[config.mk]
export PLATFORM = sky130hd
export DESIGN_NAME = keypad_scanner
export DESIGN_NICKNAME = d
export VERILOG_FILES = /design/src/rtl/keypad_scanner.sv
export SDC_FILE = /design/constraint.sdc
export NUM_CORES = 1
export LEC_CHECK = 0
export ABC_AREA = 1
export CAP_MARGIN = 20
export CORE_UTILIZATION = 35
export CTS_BUF_LIST = sky130_fd_sc_hd__clkbuf_16
export CTS_CLUSTER_SIZE = 30
export DETAILED_ROUTE_END_ITERATION = 10
export PLACE_DENSITY = 0.75
export SYNTH_ARGS = -nofsm -noshare
export SYNTH_HDL_FRONTEND = slang
export SYNTH_SLANG_ARGS = --single-unit
[constraint.sdc]
create_clock -name clock -period 4.2 [get_ports clock]
set_input_delay 1.26 -clock clock [delete_from_list [all_inputs] [get_ports clock]]
set_output_delay 1.26 -clock clock [all_outputs]
set_load 0.01 [all_outputs]
[src/rtl/keypad_scanner.sv]
// keypad_scanner: row-strobing matrix keypad scanner with settle, press/release debounce and a ready/ack handshake.
module keypad_scanner #(
    parameter int NUM_ROWS = 4,
    parameter int NUM_COLS = 3,
    parameter int SETTLE_CYCLES = 4,
    parameter int DEBOUNCE_CYCLES = 16
) (
    input  logic                clock,
    input  logic                reset,
    input  logic                start,
    input  logic [NUM_COLS-1:0] cols,
    input  logic                ack,
    output logic [NUM_ROWS-1:0] rows,
    output logic                dataReady,
    output logic [31:0]         foundRow,
    output logic [31:0]         foundCol,
    output logic                busy
);
    localparam int RW = $clog2(NUM_ROWS);
    localparam int CW = $clog2(NUM_COLS);
    localparam int MAXC = SETTLE_CYCLES > DEBOUNCE_CYCLES ? SETTLE_CYCLES : DEBOUNCE_CYCLES;
    localparam int NW = $clog2(MAXC + 1);
    typedef enum logic [2:0] {IDLE, SETTLE, SAMPLE, DEBOUNCE, READY, RELEASE} state_t;
    state_t state, state_n;
    logic [RW-1:0] idx, idx_n, idx_inc;
    logic [CW-1:0] col, col_n, low;
    logic [NW-1:0] cnt, cnt_n;
    logic [NUM_ROWS-1:0] rows_n;
    logic [31:0] row_q_n, col_q_n;
    logic any_low, hit, ready_n;
    assign idx_inc = idx == RW'(NUM_ROWS - 1) ? '0 : idx + 1'b1;
    assign hit = cols[col];
    // descending walk so the lowest closed column is the one left standing
    always_comb begin
        low = '0;
        any_low = 1'b0;
        for (int i = NUM_COLS - 1; i >= 0; i--)
            if (!cols[i]) begin
                low = CW'(i);
                any_low = 1'b1;
            end
    end
    always_comb begin
        state_n = state;
        idx_n = idx;
        col_n = col;
        cnt_n = cnt;
        ready_n = dataReady;
        row_q_n = foundRow;
        col_q_n = foundCol;
        case (state)
            IDLE: if (start) begin
                state_n = SETTLE;
                idx_n = '0;
                cnt_n = '0;
            end
            SETTLE: begin
                cnt_n = cnt == NW'(SETTLE_CYCLES - 1) ? '0 : cnt + 1'b1;
                state_n = cnt == NW'(SETTLE_CYCLES - 1) ? SAMPLE : SETTLE;
            end
            SAMPLE: begin
                state_n = any_low ? DEBOUNCE : SETTLE;
                col_n = any_low ? low : col;
                idx_n = any_low ? idx : idx_inc;
                cnt_n = '0;
            end
            DEBOUNCE: if (hit) begin
                state_n = SETTLE;
                idx_n = idx_inc;
                cnt_n = '0;
            end else if (cnt == NW'(DEBOUNCE_CYCLES - 1)) begin
                state_n = READY;
                ready_n = 1'b1;
                row_q_n = 32'(idx);
                col_q_n = 32'(col);
                cnt_n = '0;
            end else cnt_n = cnt + 1'b1;
            READY: if (ack) begin
                state_n = RELEASE;
                ready_n = 1'b0;
            end
            RELEASE: begin
                cnt_n = !hit || cnt == NW'(DEBOUNCE_CYCLES - 1) ? '0 : cnt + 1'b1;
                state_n = hit && cnt == NW'(DEBOUNCE_CYCLES - 1) ? IDLE : RELEASE;
            end
            default: state_n = IDLE;
        endcase
        rows_n = '1;
        if (state_n != IDLE) rows_n[idx_n] = 1'b0;
    end
    always_ff @(posedge clock or posedge reset)
        if (reset) begin
            state <= IDLE;
            idx <= '0;
            col <= '0;
            cnt <= '0;
            rows <= '1;
            dataReady <= 1'b0;
            foundRow <= '0;
            foundCol <= '0;
            busy <= 1'b0;
        end else begin
            state <= state_n;
            idx <= idx_n;
            col <= col_n;
            cnt <= cnt_n;
            rows <= rows_n;
            dataReady <= ready_n;
            foundRow <= row_q_n;
            foundCol <= col_q_n;
            busy <= state_n != IDLE;
        end
endmodule
==> results.toml <==
[outcome]
status = "finished, violations left"
violations = "DRC"

[sta]
maxSlewViolCount = 0
fmax_mhz = 390
setup_ws_ns = 1.63
fin_crit_sh_pct = 61.1
max-slew-margin-rel_pct = 45.1
hold_viol_final = 0
finalSetupTns_ns = 0
worst_pin_slew_ns = 0.822
grt_setup_unrepaired = "false"
clock_skew_ns = 0.00262
fin_hold_ws_ns = 0.488
setup_viol = 0
fin_crit_ns = 2.57

[hold_path]
min_path_type = "flop to flop"
holdPathEnd = "dataReady$_DFFE_PP0P_"
min_path_cells = 1
min_from = "dataReady$_DFFE_PP0P_"

[critical_path]
cp_num_buf_inv = 1
crit_fanout = 1
reg2reg_slack_ns = 2.39
rr_endpoint = "foundRow[1]$_DFFE_PP0P_"
crit_type = "flop to output pin"
cp.arrival_ns = 1.31
cp_top_family = "buffers and inverters"
end_kind = "output pin"
critical_path_required_ns = 2.94
rr_worst_depth = 8
timing.rr.start = "cnt[0]$_DFFE_PP0P_"
crit_path_start_kind = "flop"
cp_cell_sequence = "clkdlybuf4s50_1"
worst_path_max_delay_cell = "clkdlybuf4s50_1"
cp-startpoint = "rows[0]$_DFF_PP1_"
slowest_delay_ns = 0.53

[global_routing]
grt_pass1_vias = 927
grt_util_met1_pct = 13.6
grt_max_degree = 23
grt_most_used_layer = "met2"
grt_pass1_wl_um = 4060
antenna_found_initial = 0
grtUsageMet3_pct = 2.28
overflow = 0
use_met2_pct = 16.2
grtUsageTotal_pct = 10.2

[drt]
via_per_inst = 4.00
first_iter_violations = 78
drc = 14
dr.pass1.iters = 11
wire_per_inst_um = 9.07
routed_wl_um = 2510
num_vias = 1109
drtAntennaViolNets = 0

[cells_and_area]
fin_nets = 237
final_layout_size_suffix_gt1_share_pct = 12.9
final_cells = 277
num_antenna_cells = 0
area_growth_pct = 4.54

[floorplan]
std_cell_rows = 24
fp.dieW_um = 70.8
die_height_um = 70.8
design.core.area_um2 = 4440
pin_count = 77
initial_core_util_pct = 37.2
die_area_um2 = 5010

[clock_tree]
clock_sinks = 22
cts_resized = 0
path_clk_slew_ns = 0.06
cts_tree = "done"
post-cts-setup-buffer-count = 0
cts-root-buf = "clkbuf_16"
cts.path.max_buffers = 2
holdBufCountCts = 0
insertion_delay_ns = 0.25
h-tree-depth = 1
cts_buffers = 3

[yosys]
synth_fa_ha_area_share_pct = 3.02
ys_top_cells_by_count = "buf_4 (60), nand2_1 (36), inv_1 (19)"
synth_cell_type_count = 30
ys.flop_type = "dfrtp_1"
synth_top_area_cell = "buf_4"
synth_top_family_by_area = "buffers and inverters"
yosys_warnings = 0
async_flop_share_pct = 100
synthCells = 206
yosys.area_share.simple_pct = 21.8
synth_edf_count = 0
synthXorXnorAreaFrac_pct = 1.06
muxShareOfSynthArea_pct = 1.97
yosysMostFrequentCell = "buf_4"
synth-seq-cells = 22
syn_area_um2 = 1660
ys_top_cells_by_area = "buf_4 (27%), dfrtp_1 (27%), nand2_1 (8.2%)"
synth_compound_gate_area_share_pct = 5.37
synth_top_cell_area_share_pct = 27.2
syn_area_per_cell_um2 = 8.04
yosysSeqAreaShare_pct = 33.6

[power_and_ir_drop]
ir_worst_vdd_uv = 152
swShare_pct = 38.6
p_clk_share_pct = 24.2
p_leak_nw = 0.929
p_int_uw = 514
sequentialPowerShare_pct = 36.8
p_comb_share_pct = 39.0
p_sw_uw = 323
power_density_nw_per_um2 = 483

[placed_design]
place.gp.congestion = 0.809
dp_cells = 273
dp_hpwl_um = 2040
place_ws_ns = 1.44
io_buffers = 16

[run]
maxCapViolations = 0
-- placed cells by master, fill, tap and decap left out, drive strengths merged --
| cell | instances |
|---|---|
| clkbuf | 3 |
| clkinv | 1 |
| xnor2 | 1 |
| a22oi | 1 |
| dfstp | 4 |
| o21a | 1 |
| ha | 4 |
| mux2 | 2 |
| o32ai | 1 |
| o211ai | 1 |
| mux2i | 1 |
| o21ai | 6 |
| nand2 | 43 |
| nand4 | 2 |
| o22ai | 2 |
| dfrtp | 18 |
| nor2 | 18 |
| xor2 | 1 |
| nand3 | 10 |
| conb | 60 |
| a21oi | 3 |
| clkdlybuf4s50 | 16 |
| nor3 | 1 |
| inv | 25 |
-- flip-flops by register name (all words and copies together), names as in the netlist --
name       count
foundRow       2
cnt            5
dataReady      1
foundCol       2
state          3
rows           4
col            2
idx            2
busy           1
-- worst register-to-register path, cell delays in order (launching register included) --
cell,delay [ns]
dfrtp_1,0.41
ha_1,0.25
nand3_1,0.12
inv_1,0.05
ha_1,0.18
inv_1,0.14
nor2_2,0.08
nand2_2,0.13
mux2_1,0.33
-- cells by family (layout without fill, tap and decap cells) --
kind of cell,after synthesis,after routing
AO/OA/AOI/OAI,15,15
AND/OR/NAND/NOR,74,74
adder cells (fa/ha/maj),4,4
other,1,60
XOR/XNOR,2,2
buffers and inverters,85,45
multiplexers,3,3
flip-flops,22,22
-- metrics by stage --
stage | total power [mW] | cell area (um^2) | utilization (%)
2_1_floorplan | 0.588 | 1880 | -
3_3_place_gp | 0.628 | 1650 | 37.2
3_5_place_dp | 0.636 | 1650 | 37.2
4_1_cts | 0.841 | 1730 | 38.9
5_1_grt | 0.893 | 1730 | 38.9
6_report | 0.836 | 1730 | 38.9
-- worst max-delay path by stage --
stage / end / depth (start not counted) / slack [ns]
after floorplan: rows[0]$_DFF_PP1_ / 9 / 2.11
after global placement: rows[2]$_DFF_PP1_ / 10 / 1.48
after detailed placement: rows[2]$_DFF_PP1_ / 10 / 1.44
after CTS: rows[0] / 1 / 1.63
after global routing: rows[0]$_DFF_PP1_ / 10 / 1.54
final: rows[0] / 1 / 1.63
-- power groups by stage --
stage	Sequential, mW	Combinational, mW	Clock [mW]
2_1_floorplan	0.311	0.277	0
3_3_place_gp	0.310	0.318	0
3_5_place_dp	0.311	0.325	0
4_1_cts	0.307	0.327	0.206
5_1_grt	0.313	0.365	0.215
6_report	0.308	0.327	0.202
-- metal layers --
metal | share of wire (%) | routed length [um]
met5 | 0 | 0
met4 | 1.2 | 30
met3 | 5.5 | 139
met2 | 49 | 1220
met1 | 45 | 1120
-- final cells by class --
type / instances / area, um^2
Timing Repair Buffer: 16 / 160
Multi-Input combinational cell: 158 / 776
Clock buffer: 3 / 75.1
Tap cell: 52 / 65.1
Clock inverter: 1 / 3.75
Inverter: 25 / 95.1
Fill cell: 453 / 2710
Sequential cell: 22 / 556
(Power assumes the default switching activity.)
